## src/rtl/bcd_display_formatter_pkg.sv

```systemverilog
// Shared definitions for the BCD display formatter: default sizing, FSM encodings
// and the helper that derives the largest value representable in DIGITS decimal digits.
package bcd_display_formatter_pkg;

    localparam int unsigned INPUT_WIDTH_DEFAULT = 27;
    localparam int unsigned DIGITS_DEFAULT      = 8;

    localparam logic [1:0] ST_IDLE    = 2'd0;
    localparam logic [1:0] ST_CONVERT = 2'd1;
    localparam logic [1:0] ST_DONE    = 2'd2;

    localparam logic [3:0] BCD_NINE = 4'h9;

    // Returns 10^digits - 1, the saturation threshold for a conversion.
    function automatic longint unsigned max_bcd_value(input int unsigned digits);
        longint unsigned r;
        r = 64'd1;
        for (int unsigned i = 0; i < digits; i++) begin
            r = r * 64'd10;
        end
        return r - 64'd1;
    endfunction

endpackage

```

## src/rtl/bcd_display_formatter_add3.sv

```systemverilog
// Double-dabble digit correction: a BCD digit of 5 or more gets 3 added so that the
// following left shift carries correctly into the next decimal digit.
module bcd_display_formatter_add3 (
    input  logic [3:0] digit_i,
    output logic [3:0] digit_o
);

    always_comb begin
        digit_o = digit_i;
        if (digit_i >= 4'd5) begin
            digit_o = digit_i + 4'd3;
        end
    end

endmodule

```

## src/rtl/bcd_display_formatter.sv

```systemverilog
// Sequential double-dabble binary-to-BCD converter feeding the seven-segment controller.
// Outputs only ever change on the completion edge, so the display never sees partial results.
module bcd_display_formatter
    import bcd_display_formatter_pkg::*;
#(
    parameter int unsigned INPUT_WIDTH = INPUT_WIDTH_DEFAULT,
    parameter int unsigned DIGITS      = DIGITS_DEFAULT
) (
    input  logic                   clock,
    input  logic                   resetN,
    input  logic [INPUT_WIDTH-1:0] value,
    input  logic [2:0]             pointPosition,
    input  logic                   pointValid,
    input  logic                   start,
    output logic                   ready,
    output logic [4*DIGITS-1:0]    data,
    output logic [DIGITS-1:0]      pointEnable,
    output logic                   dataValid,
    output logic                   overflow
);

    localparam int unsigned     CntW      = $clog2(INPUT_WIDTH + 1);
    localparam int unsigned     BcdW      = 4 * DIGITS;
    localparam longint unsigned MaxValue  = max_bcd_value(DIGITS);
    localparam logic [CntW-1:0] LastShift = CntW'(INPUT_WIDTH - 1);

    logic [1:0]             state_q, state_d;
    logic [INPUT_WIDTH-1:0] shift_q, shift_d;
    logic [BcdW-1:0]        bcd_q, bcd_d;
    logic [CntW-1:0]        cnt_q, cnt_d;
    logic                   ovf_pending_q, ovf_pending_d;
    logic [2:0]             point_pos_q, point_pos_d;
    logic                   point_valid_q, point_valid_d;
    logic [BcdW-1:0]        data_q, data_d;
    logic [DIGITS-1:0]      point_enable_q, point_enable_d;
    logic                   data_valid_q, data_valid_d;
    logic                   overflow_q, overflow_d;

    logic [BcdW-1:0]        bcd_adj;
    logic [DIGITS-1:0]      point_mask;
    logic                   value_ovf;

    for (genvar g = 0; g < DIGITS; g++) begin : g_add3
        bcd_display_formatter_add3 u_add3 (
            .digit_i (bcd_q[4*g +: 4]),
            .digit_o (bcd_adj[4*g +: 4])
        );
    end

    assign value_ovf = 64'(value) > MaxValue;

    // A point index beyond the last digit simply matches no bit and lights nothing.
    always_comb begin
        point_mask = '0;
        for (int i = 0; i < int'(DIGITS); i++) begin
            point_mask[i] = point_valid_q && (int'(point_pos_q) == i);
        end
    end

    always_comb begin
        state_d        = state_q;
        shift_d        = shift_q;
        bcd_d          = bcd_q;
        cnt_d          = cnt_q;
        ovf_pending_d  = ovf_pending_q;
        point_pos_d    = point_pos_q;
        point_valid_d  = point_valid_q;
        data_d         = data_q;
        point_enable_d = point_enable_q;
        overflow_d     = overflow_q;
        data_valid_d   = 1'b0;

        case (state_q)
            ST_IDLE: begin
                if (start) begin
                    shift_d       = value;
                    bcd_d         = '0;
                    cnt_d         = '0;
                    ovf_pending_d = value_ovf;
                    point_pos_d   = pointPosition;
                    point_valid_d = pointValid;
                    state_d       = ST_CONVERT;
                end
            end
            ST_CONVERT: begin
                // The bit leaving the top of the accumulator only matters on overflow,
                // and that result is saturated anyway.
                {bcd_d, shift_d} = {bcd_adj, shift_q} << 1;
                cnt_d            = cnt_q + CntW'(1);
                if (cnt_q == LastShift) begin
                    state_d = ST_DONE;
                end
            end
            ST_DONE: begin
                data_d         = ovf_pending_q ? {DIGITS{BCD_NINE}} : bcd_q;
                point_enable_d = point_mask;
                overflow_d     = ovf_pending_q;
                data_valid_d   = 1'b1;
                state_d        = ST_IDLE;
            end
            default: begin
                state_d = ST_IDLE;
            end
        endcase
    end

    always_ff @(posedge clock or negedge resetN) begin
        if (!resetN) begin
            state_q        <= ST_IDLE;
            shift_q        <= '0;
            bcd_q          <= '0;
            cnt_q          <= '0;
            ovf_pending_q  <= 1'b0;
            point_pos_q    <= '0;
            point_valid_q  <= 1'b0;
            data_q         <= '0;
            point_enable_q <= '0;
            data_valid_q   <= 1'b0;
            overflow_q     <= 1'b0;
        end else begin
            state_q        <= state_d;
            shift_q        <= shift_d;
            bcd_q          <= bcd_d;
            cnt_q          <= cnt_d;
            ovf_pending_q  <= ovf_pending_d;
            point_pos_q    <= point_pos_d;
            point_valid_q  <= point_valid_d;
            data_q         <= data_d;
            point_enable_q <= point_enable_d;
            data_valid_q   <= data_valid_d;
            overflow_q     <= overflow_d;
        end
    end

    assign ready       = (state_q == ST_IDLE);
    assign data        = data_q;
    assign pointEnable = point_enable_q;
    assign dataValid   = data_valid_q;
    assign overflow    = overflow_q;

endmodule

```

## config.mk

```make
export PLATFORM = sky130hd
export DESIGN_NAME = bcd_display_formatter
export DESIGN_NICKNAME = d
export VERILOG_FILES = /design/src/rtl/bcd_display_formatter_pkg.sv /design/src/rtl/bcd_display_formatter_add3.sv /design/src/rtl/bcd_display_formatter.sv
export SDC_FILE = /design/constraint.sdc
export NUM_CORES = 1
export LEC_CHECK = 0
export ABC_AREA = 1
export BUFFER_PORTS_ARGS = -buffer_cell sky130_fd_sc_hd__buf_4
export CORE_ASPECT_RATIO = 1.2
export CORE_MARGIN = 2
export CORE_UTILIZATION = 50
export CTS_CLUSTER_DIAMETER = 120
export DETAILED_ROUTE_END_ITERATION = 6
export PLACE_DENSITY_LB_ADDON = 0.12
export SYNTH_ARGS = -nofsm -noshare
export SYNTH_HDL_FRONTEND = slang
export SYNTH_SLANG_ARGS = --single-unit
```

## constraint.sdc

```tcl
create_clock -name clock -period 1.4 [get_ports clock]
set_clock_uncertainty 0.15 [all_clocks]
set_input_delay 0.35 -clock clock [delete_from_list [all_inputs] [get_ports clock]]
set_output_delay 0.35 -clock clock [all_outputs]
set_load 0.01 [all_outputs]
```

==> results.md <==
- Antenna violations before repair: 0
- Final Wtd Congestion: 0.837
- Worst R2R Start: state_q[0]$_DFFE_PN0P_
- Worst Hold Class: in -> reg
- Worst-path clk slew: 0.05 ns
- Synth Area in Adders: 0.0433
- Final Max Tran Viols: 0
- Nets@finish: between 800 and 900
- First DRT Iteration DRCs: around 340
- Status: finished, violations left
- CP max FO: 3
- Starting density of the core: 0.517
- CTS sink cnt: approximately 110
- Antenna Nets Post-Route: 0
- CP Launch Point: state_q[0]$_DFFE_PN0P_
- Most frequent CP cell: buf_6
- GRT overflow: 0
- Number of synthesized flops with an enable pin: 0
- CP Cell Sequence: nor2_4 -> buf_6 -> buf_6
- First-pass GRT wire length: approximately 24 mm
- Root buffer cell: clkbuf_16
- Area delta synth->final: 55.0%
- Clk_lat worst skew: 0.41 ns
- Largest family of logic cells by synthesized area: compound AO/OA/AOI/OAI gates
- Unrepaired setup endpoints after global routing: true
- Tightest Pin Transition: 0.433 ns
- # H-tree levels: 4
- Detailed placement HPWL: ~8.5 mm
- Vias: 5,165
- FF+latch count, synth: around 110
- Rows: 40
- Inserted Clock Buffers: 17
- M1 wire length: just over 6 mm
- Period minus WS final: 1.70 ns
- Syn_area_per_cell: around 9.0 um^2
- Die extent in x: approximately 100 um
- Fraction of synthesized area in multiplexers: 0.00625
- Via/cell ratio: 5.73
- Cell area after synthesis: roughly 0.0052 mm^2
- Ys async rst share: 1.00
- Core ar.: ~0.010 mm^2
- Die ar.: about 0.011 mm^2
- Ant. Diodes: 0
- Part of the Yosys area used for sequential elements: 0.543
- Met3 WL: approximately 1.1 mm
- Met2 routed WL: around 8.7 mm
- Worst Path Required: approximately 0.90 ns
- Startpoint types: flop
- Worst-path cell with the longest stage delay: dfrtp_2
- CTS tree: built
- Synth warnings: 0
- Post-Synthesis Cells: 576
- Leak pwr: 0.00402 uW
- Layout cells sized above 1: 0.372
- Final hold slack: around 0.017 ns
- Largest stage delay on the critical path: between 0.4 and 0.5 ns
- Setup TNS: -21.12 ns
- CTS Buffer Depth: 2
- Xor and xnor area share after synthesis: 0.0135
- Critical Path AT: around 1.2 ns
- Max Freq: around 590 MHz
- Residual DRC count: 0
- Final Cycle Share: 1.22
- Fill count: just under 600
- WS Path Type: reg -> out
- Layout Utilization: 0.802
- Largest net degree at the start of global routing: 78
- Failing checks: negative setup slack
- Synth Area in Simple Gates: 0.126
- Highest Signal Layer: met4
- Maximum vdd drop: 1100 uV
- Die Y-Extent: between 100 and 150 um
- Critical Path End Type: primary output
- Post-Route WL: 16.7 mm
- Slew margin rel.: 0.711
- Total power: 18,700 uW
- Power density over cell area: 2320 mW/mm^2
- CP Capture Point: ready
- Final setup vio count: between 150 and 200
- Syn nets: about 630
- I/O Buffers: 76
- Worst reg2reg path depth: 7
- Max Cap Viol: 0
- Wire per inst: between 15 and 20 um
- Post-synthesis compound-gate area fraction: 0.189
- Reg-to-Reg End: bcd_q[31]$_DFFE_PN0P_
- Synth cell types: 30
- Top FF cell, synth: dfrtp_1
- R2R Setup Slk: -0.29 ns
- Ports: 77
- Via count of the first global-routing pass: around 5,100
- Final worst slack: -0.305 ns
- Final Hold Fails: 0
- DR pass1 iterations: 7
- Gr usage total: 0.275
==> what timing repair did <==
| action | 4_1_cts | 5_1_grt |
|---|---|---|
| endpoints found under the setup margin | 128 | 154 |
| gates resized for setup | 90 | 47 |
| pin swaps | 10 | 6 |
| hold buffers | 1 | 0 |
| cloned | 6 | 4 |
| setup buffers | 26 | 28 |
| endpoints found under the hold margin | 113 | 0 |
==> cell families (layout without fill, tap and decap cells) <==
kind of cell | Yosys count | after routing
mux | 3 | 3
buf+inv | 98 | 297
simple gates | 153 | 153
compound gates | 183 | 183
flops | 113 | 113
fa+ha+maj | 18 | 18
xor+xnor | 8 | 8
==> where the power goes <==
group | total (uW) | internal [uW] | switching, uW
Combinational | 8990 | 4290 | 4700
Sequential | 5400 | 4470 | 932
Clock | 4350 | 2850 | 1490
==> how the worst min path moves through the flow <==
| stage | to | startpoint | slack (ns) | cells past startpoint |
|---|---|---|---|---|
| detailed placement | data[26]$_DFFE_PN0P_ | resetN | 0.20 | 2 |
| floorplan | bcd_q[0]$_DFFE_PN0P_ | resetN | -0.1 | 0 |
| global route | point_pos_q[2]$_DFFE_PN0P_ | pointPosition[2] | 0.007 | 2 |
| CTS | point_pos_q[2]$_DFFE_PN0P_ | pointPosition[2] | 0.004 | 2 |
| global placement | data[22]$_DFFE_PN0P_ | resetN | 0.20 | 2 |
| finish | point_pos_q[2]$_DFFE_PN0P_ | pointPosition[2] | 0.02 | 2 |
==> critical path, delay by kind of cell (launching register included) <==
family                 cells  cell delay, ns
buffers and inverters      2            0.21
flip-flops                 1            0.43
AND/OR/NAND/NOR            1            0.15
==> sequential cells by signal, summed over array words and instances, names as in the netlist, 2 cells and up <==
name,cells
state_q,2
pointEnable,8
bcd_q,32
data,32
cnt_q,5
shift_q,27
point_pos_q,3
==> synth_stat cells (2+ instances only) <==
master	count	area (um^2)
dfrtp_1	113	2830
nand2_1	82	308
inv_1	73	274
o21ai_0	65	325
a21oi_1	63	315
o22ai_1	37	231
nor2_1	36	135
nand3_1	19	95.1
ha_1	18	225
buf_2	11	55.1
o21ai_1	11	55.1
or2_2	8	50.1
xor2_1	8	70.1
clkbuf_1	5	18.8
o221ai_1	5	43.8
inv_2	4	15.0
nand4_1	3	18.8
buf_4	2	15.0
buf_6	2	22.5
==> per-layer routing <==
layer,track usage,up-vias
met5,0,-
met1,0.302,2526
li1,-,2322
met3,0.0694,82
met4,0.137,0
met2,0.500,235
==> placed cells by master, fill, tap and decap left out, types with 3 or more instances in the layout <==
cell / count
nand2_1: 72
o221ai_1: 5
inv_1: 62
buf_12: 14
ha_1: 10
dfrtp_1: 111
a21oi_2: 13
nand3_1: 18
nand2_4: 5
nand2_8: 3
ha_2: 5
nand4_1: 3
o22ai_1: 36
or2_4: 8
o21ai_2: 5
nand2_2: 3
buf_6: 48
a21oi_1: 50
o21ai_0: 37
clkinv_2: 7
xor2_1: 8
buf_4: 116
ha_4: 3
inv_4: 3
nor2_1: 36
inv_2: 11
clkbuf_16: 20
bufinv_16: 3
bufbuf_16: 3
o21ai_1: 34
==> final cells by class <==
| type | instances | area (um^2) | area share |
|---|---|---|---|
| repair inverters | 1 | 6.26 | 0.000776 |
| flip-flops and latches | 113 | 2830 | 0.351 |
| multi-input cells | 365 | 2230 | 0.276 |
| clock buffers | 19 | 453 | 0.0562 |
| clock inverters | 12 | 140 | 0.0174 |
| repair buffers | 188 | 1940 | 0.241 |
| well taps | 126 | 158 | 0.0195 |
| inverters | 77 | 307 | 0.0380 |
==> stage by stage <==
stage               setup slack (ns)  cell area, um^2  cells
finish                        -0.305             8070    901
CTS                           -0.267             7630    869
floorplan                    -0.0343             5260    576
global route                  -0.324             8070    901
global placement             -0.0791             6310    805
detailed placement            -0.164             6310    805
Note: power is estimated with default switching activity, not from simulation.
